`src/rtl/mm_bus_arbiter.sv`:
```
// Two-requester arbiter for one memory-mapped bus port: latches the winning request,
// replays it downstream until s_ready, and routes data/ready back to the owner only.
// Optional abort of stuck transactions when ARB_TIMEOUT_EN is defined.
module mm_bus_arbiter #(
  parameter int PRIO_MODE      = 0,
  parameter int TIMEOUT_CYCLES = 1024
) (
  input  logic        clk,
  input  logic        rst,
  input  logic [31:0] m0_a,
  input  logic [31:0] m0_d,
  input  logic        m0_we,
  input  logic        m0_rd,
  output logic [31:0] m0_spo,
  output logic        m0_ready,
  input  logic [31:0] m1_a,
  input  logic [31:0] m1_d,
  input  logic        m1_we,
  input  logic        m1_rd,
  output logic [31:0] m1_spo,
  output logic        m1_ready,
  output logic [31:0] s_a,
  output logic [31:0] s_d,
  output logic        s_we,
  output logic        s_rd,
  input  logic [31:0] s_spo,
  input  logic        s_ready,
  output logic [1:0]  grant,
  output logic        timeout
);

  typedef enum logic [1:0] {IDLE, BUSY, DONE} state_t;

  if (TIMEOUT_CYCLES < 2) begin : g_bad_timeout
    $error("mm_bus_arbiter: TIMEOUT_CYCLES must be >= 2");
  end

  state_t      state;
  logic        prefer_m1;
  logic        req0;
  logic        req1;
  logic        pick_m1;
  logic        finish;
  logic        expired;
  logic [31:0] finish_data;

`ifdef ARB_TIMEOUT_EN
  localparam logic [15:0] TIMEOUT_LAST = 16'(TIMEOUT_CYCLES - 1);
  logic [15:0] busy_cnt;
`endif

  // NOTE: every always_comb output gets a default first so no path infers a latch.
  always_comb begin
    req0    = m0_we | m0_rd;
    req1    = m1_we | m1_rd;
    pick_m1 = 1'b0;
    if (req1 && !req0)
      pick_m1 = 1'b1;
    else if (req1 && req0 && PRIO_MODE == 0)
      pick_m1 = prefer_m1;
  end

  // s_ready on the expiry cycle takes precedence over the abort.
  always_comb begin
    finish      = s_ready;
    expired     = 1'b0;
    finish_data = s_spo;
`ifdef ARB_TIMEOUT_EN
    if (!s_ready && busy_cnt == TIMEOUT_LAST) begin
      finish      = 1'b1;
      expired     = 1'b1;
      finish_data = 32'hFFFF_FFFF;
    end
`endif
  end

  // NOTE: sequential state uses non-blocking assignments only, so every register
  // samples pre-edge values regardless of statement order.
  always_ff @(posedge clk or posedge rst) begin
    if (rst) begin
      state     <= IDLE;
      prefer_m1 <= 1'b0;
      s_a       <= '0;
      s_d       <= '0;
      s_we      <= 1'b0;
      s_rd      <= 1'b0;
      grant     <= 2'b00;
      m0_spo    <= '0;
      m1_spo    <= '0;
      m0_ready  <= 1'b0;
      m1_ready  <= 1'b0;
      timeout   <= 1'b0;
`ifdef ARB_TIMEOUT_EN
      busy_cnt  <= '0;
`endif
    end else begin
      case (state)
        IDLE: begin
          if (req0 || req1) begin
            // A requester raising both we and rd is served as a write.
            if (pick_m1) begin
              s_a       <= m1_a;
              s_d       <= m1_d;
              s_we      <= m1_we;
              s_rd      <= m1_rd & ~m1_we;
              grant     <= 2'b10;
              prefer_m1 <= 1'b0;
            end else begin
              s_a       <= m0_a;
              s_d       <= m0_d;
              s_we      <= m0_we;
              s_rd      <= m0_rd & ~m0_we;
              grant     <= 2'b01;
              prefer_m1 <= 1'b1;
            end
`ifdef ARB_TIMEOUT_EN
            busy_cnt <= '0;
`endif
            state <= BUSY;
          end
        end
        BUSY: begin
          if (finish) begin
            s_we    <= 1'b0;
            s_rd    <= 1'b0;
            timeout <= expired;
            if (grant[1]) begin
              m1_spo   <= finish_data;
              m1_ready <= 1'b1;
            end else begin
              m0_spo   <= finish_data;
              m0_ready <= 1'b1;
            end
            state <= DONE;
          end
`ifdef ARB_TIMEOUT_EN
          else begin
            busy_cnt <= busy_cnt + 16'd1;
          end
`endif
        end
        DONE: begin
          m0_ready <= 1'b0;
          m1_ready <= 1'b0;
          timeout  <= 1'b0;
          grant    <= 2'b00;
          state    <= IDLE;
        end
        default: state <= IDLE;
      endcase
    end
  end

endmodule

```
`config.mk`:
```
export PLATFORM = sky130hd
export DESIGN_NAME = mm_bus_arbiter
export DESIGN_NICKNAME = d
export VERILOG_FILES = /design/src/rtl/mm_bus_arbiter.sv
export SDC_FILE = /design/constraint.sdc
export NUM_CORES = 1
export LEC_CHECK = 0
export BUFFER_PORTS_ARGS = -buffer_cell sky130_fd_sc_hd__buf_2
export CAP_MARGIN = 5
export CORE_AREA = 2 2 117 119
export DETAILED_ROUTE_END_ITERATION = 7
export DIE_AREA = 0 0 119 121
export PLACE_DENSITY = 0.8
export SYNTH_ARGS = -nofsm -noshare
export SYNTH_HDL_FRONTEND = slang
export SYNTH_SLANG_ARGS = --single-unit
```
`constraint.sdc`:
```
create_clock -name clk -period 10.9 [get_ports clk]
set_clock_uncertainty 0.1 [all_clocks]
set_input_delay 2.18 -clock clk [delete_from_list [all_inputs] [get_ports clk]]
set_output_delay 2.18 -clock clk [all_outputs]
set_load 0.02 [all_outputs]
```
# Word-level counts from Yosys, hierarchy flattened

Cells that the tools add are included.

Register bits: 138
Bits of input ports: 167
Output and inout port bits: 135
Logic and storage cells: 67

Equality and inequality tests: 6
Multiplexer cells: 25
Bitwise gates (word level): 7
Reduce and logical (&&, ||, !) cells: 17

Operators by type and width:

| operator                                      | number |
|---|---|
| 2-to-1 mux 32 bit                             | 2 |
| AND reduction 3 bit                           | 5 |
| 2-to-1 mux 1 bit                              | 12 |
| one-hot mux 1 bit (2 select lines)            | 5 |
| 2-to-1 mux 2 bit                              | 4 |
| inequality test 2 bit, second input constant  | 4 |
| one-hot mux 2 bit (2 select lines)            | 2 |
| AND reduction 2 bit                           | 4 |
| nonzero test 2 bit                            | 3 |
| NOT 1 bit                                     | 3 |
| bitwise AND 1 bit                             | 2 |
| == test 2 x 1 -> 1 bit, second input constant | 1 |
| == test 2 bit, second input constant          | 1 |
| logical AND 1 bit                             | 2 |
| logical NOT 2 bit                             | 1 |
| bitwise OR 1 bit                              | 2 |
| logical NOT 1 bit                             | 1 |
| logical OR 1 bit                              | 1 |

# Logic depth before layout (Yosys ltp)

Depth in word-level cells: 7
Depth in mapped cells: 6
Depth with buffers taken out: 4

# Least setup slack after synthesis

Ideal clock, no wire load.

Path type: in2reg
From: input m0_rd
To: register s_a[10]
Library setup time: 0.126 ns
Data arrival time: 3.083 ns
Data required time: 10.674 ns
Path slack: 7.591 ns
Stages on the path: 5
Buffers on the path: 2
Cells stage by stage: nor2_1 -> buf_2 -> clkbuf_1 -> nor4_1 -> a221o_1

Word-level cells in the longest chain between the ends: 5
Elaborated cells on any way between the ends: 9
Classes of those cells: 3 x mux; 1 x bitwise; 5 x reduce/logical

Ends and longest elaborated chain:

| item                                                   | line   | RTL |
|---|---|---|
| start, declared                                        | 13     | `input logic m0_rd,` |
| bitwise OR 1 bit (*)                                   | 54     | `req0 = m0_we \| m0_rd;` |
| logical AND 1 bit or logical NOT 1 bit (tied branches) | 59, 57 |  |
| 2-to-1 mux 1 bit or logical AND 1 bit (tied branches)  | 59, 57 |  |
| 2-to-1 mux 1 bit                                       | 57     | `if (req1 && !req0)` |
| 2-to-1 mux 32 bit                                      | 101    | `if (pick_m1) begin` |
| end signal, assigned                                   | 102    | `s_a <= m1_a;` |
| end signal, assigned                                   | 109    | `s_a <= m0_a;` |
| end, declared                                          | 22     | `output logic [31:0] s_a,` |

Mark *: on every way between the ends. The rest lies on a longest branch, timed or not.
A chain may end at the register's enable or synchronous reset.

# Worst setup path after layout

From: input m1_rd
To: register s_a[3]

Word-level cells in the longest chain between the ends: 5
Elaborated cells on any way between the ends: 8
Classes of those cells: 3 x mux; 1 x bitwise; 4 x reduce/logical

Ends and longest elaborated chain:

| item                 | line | RTL |
|---|---|---|
| start, declared      | 19   | `input logic m1_rd,` |
| bitwise OR 1 bit (*) | 55   | `req1 = m1_we \| m1_rd;` |
| logical AND 1 bit    | 59   | `else if (req1 && req0 && PRIO_MODE == 0)` |
| 2-to-1 mux 1 bit     | 59   |  |
| 2-to-1 mux 1 bit     | 57   |  |
| 2-to-1 mux 32 bit    | 101  |  |

Marks and branches as above.

==> impl_metrics.json <==
{
  "critPathKind": "in -> reg",
  "ys_top_cells_by_count": "dfrtp_1, inv_1, a221o_1, mux2_2, nor4_1",
  "pwr-share-seq": 0.339,
  "drive_gt1_frac": 0.535,
  "cts_tree": "built",
  "final-seq-area_um2": 3430,
  "synth_edf_count": 0,
  "p_total_mw": 2.66,
  "syn_to_final_growth_pct": 34.5,
  "critPathRequiredTime_ns": 11.13,
  "diodes": 0,
  "synth_top_cell_area_share": 0.577,
  "synthArstFlopShare": 1.00,
  "ant_nets": 0,
  "drtIter0Drc": 301,
  "cts_post_setup_buffers_inserted": 0,
  "rsz0062_at_grt": "false",
  "numPortBuffers": 300,
  "place_hpwl_um": 11500,
  "clkSinkCount": 137,
  "maxCapViolations": 0,
  "relSlewSlack": 0.478,
  "final_cells": 941,
  "grt_pass1_wl_um": 26300,
  "cts_root_buffer": "clkbuf_16",
  "p_per_area_nw_per_um2": 333,
  "nets": 922,
  "htreeDepth": 4,
  "synth.largest_area_cell": "dfrtp_1",
  "multi_input_area_um2": 1980,
  "max_freq_mhz": 267,
  "start_kind": "primary input",
  "routed_wl_um": 16900,
  "dp.cells": 912,
  "path_max_fanout": 49,
  "gp_congestion": 0.839,
  "rows": 42,
  "hold_violations": 0,
  "grt_pass1_vias": 5044,
  "worstMarginPinSlew_ns": 0.783,
  "num_io_pins": 302,
  "yosysUniqueCellTypes": 31,
  "synth_area_leaders": "dfrtp_1, mux2_2, a221o_1",
  "fin_crit_ns": 3.75,
  "drv_slew": 0,
  "dieArea_um2": 14400,
  "synth_fp_nets": 639,
  "finalSetupTns_ns": 0,
  "die_y_um": 121,
  "setup_viol": 0,
  "max-vdd-ir-drop_uv": 212,
  "synth-main-ff-cell": "dfrtp_1",
  "stdcell_area_um2": 7990,
  "cts_buffers": 17,
  "ys_seq_area_frac": 0.577,
  "wl_per_cell_um": 17.9,
  "start_util": 0.454,
  "holdWs_ns": 0.372,
  "combPwrFrac": 0.462,
  "fill_cells": 1087,
  "swShare": 0.407,
  "die_w_um": 119,
  "vias_per_cell": 5.39,
  "coreArea_um2": 13100,
  "synth_cells": 472,
  "cts_buffer_depth": 2,
  "place_area_um2": 7450,
  "status": "completed",
  "slowest_stage": "buf_4",
  "ys_ff_latch": 137,
  "vias": 5074,
  "ys_warn_count": 0,
  "cts_hold_buf": 0,
  "switchingPower_mw": 1.08,
  "drc": 0,
  "p_int_mw": 1.58,
  "cpPeakStageDelay_ns": 0.54,
  "path_clk_slew_ns": 0.05,
  "clock_latency_ns": 0.40,
  "syn_avg_cell_area_um2": 12.6,
  "end_kind": "register",
  "crit_chain": "buf_2 -> nor4_2 -> nand2b_2 -> buf_4 -> a221o_1",
  "grt_max_degree": 76,
  "worst_ep_arrival_time_ns": 3.98,
  "hold_path.class": "reg -> reg",
  "syn-cell-area_um2": 5940,
  "power_leakage_nw": 4.12,
  "grt_usage": 0.235,
  "antenna_found_initial": 0,
  "post_cts_resized": 0,
  "clockPowerShare": 0.199,
  "grt.overflow.total": 0,
  "period_share": 0.344,
  "yosysMostFrequentCell": "dfrtp_1",
  "drt_pre_antenna_iters": 5
}
==> worst max-delay path: cells and delay by family <==
family / cells / cell delay, ns
AO/OA/AOI/OAI: 1 / 0.25
buffers and inverters: 2 / 0.66
AND/OR/NAND/NOR: 2 / 0.83
==> sequential cells by signal, summed over array words and instances, names as in the netlist <==
name       cells
m1_spo        32
s_d           32
m0_ready       1
prefer_m1      1
s_rd           1
s_a           32
s_we           1
state          2
grant          2
m0_spo        32
m1_ready       1
==> layout make-up <==
type,instances,area share
Clock buffer,22,0.0593
Clock inverter,7,0.00892
Inverter,67,0.0321
Multi-Input combinational cell,224,0.248
Sequential cell,137,0.429
Tap cell,176,0.0276
Timing Repair Buffer,308,0.195
==> power by group through the flow <==
stage	combinational [mW]	sequential, mW	clock, mW
after floorplan	0.552	1.21	0
after global placement	1.21	0.898	0
after detailed placement	1.24	0.905	0
after CTS	1.24	0.903	0.541
after global routing	1.31	0.931	0.565
final	1.23	0.903	0.530
==> final timing paths <==
kind,from,depth (start not counted),to,slack (ns)
min,m0_ready,1,m0_ready,0.37
min reg2reg,m0_ready,1,m0_ready,0.37
min in group asynchronous,rst,2,m0_spo[8],1.77
max,m1_rd,5,s_a[3],7.15
max in group asynchronous,rst,3,s_d[7],7.68
max reg2reg,state[0],4,s_d[21],8.87
==> cells by family (layout without fill, tap and decap cells) <==
family,count (synthesis),after routing,share of synthesized area
other,1,1,0.000631
buffers and inverters,111,404,0.0918
multiplexers,64,64,0.121
flip-flops,137,137,0.577
AND/OR/NAND/NOR,83,83,0.0868
AO/OA/AOI/OAI,76,76,0.123
==> metal layers <==
metal / share of wire / track usage / up-vias
li1: - / - / 2311
met1: 0.41 / 0.294 / 2475
met2: 0.50 / 0.384 / 247
met3: 0.063 / 0.0616 / 41
met4: 0.031 / 0.103 / 0
met5: 0 / 0 / -
==> stage by stage <==
step | setup WS [ns] | utilization
floorplan | 4.95 | -
global placement | 6.81 | 0.569
detailed placement | 6.75 | 0.569
CTS | 7.18 | 0.611
global route | 7.08 | 0.611
finish | 7.15 | 0.611
==> cell usage in the layout, fill, tap and decap left out <==
cell        synthesis  layout
buf_2               9     300
dfrtp_1           137     137
inv_1              67      66
nor4_1             64      64
a221o_1            64      64
mux2_2             64      64
clkbuf_16           0      17
buf_4               7       8
nand2_1             5       5
nand2b_1            4       3
a21boi_0            3       3
clkinvlp_4          0       3
clkbuf_8            0       3
nor2_1              3       2
o21ai_0             2       2
clkinv_2            0       2
clkbuf_1           13       2
nor4_2              1       1
nand2b_2            0       1
or2_2               0       1
o21ba_2             1       1
nor3_4              1       1
nor2_4              0       1
o21a_2              0       1
nand3b_1            1       1
nor2_2              1       1
inv_6               0       1
a21o_1              1       1
a21oi_1             1       1
or3_1               1       1
o221ai_1            1       1
o211ai_1            1       1
nor3_1              1       1
a31o_2              1       1
conb_1              1       1
clkinv_4            0       1
bufinv_16           0       1
Note: power is estimated with default switching activity, not from simulation.
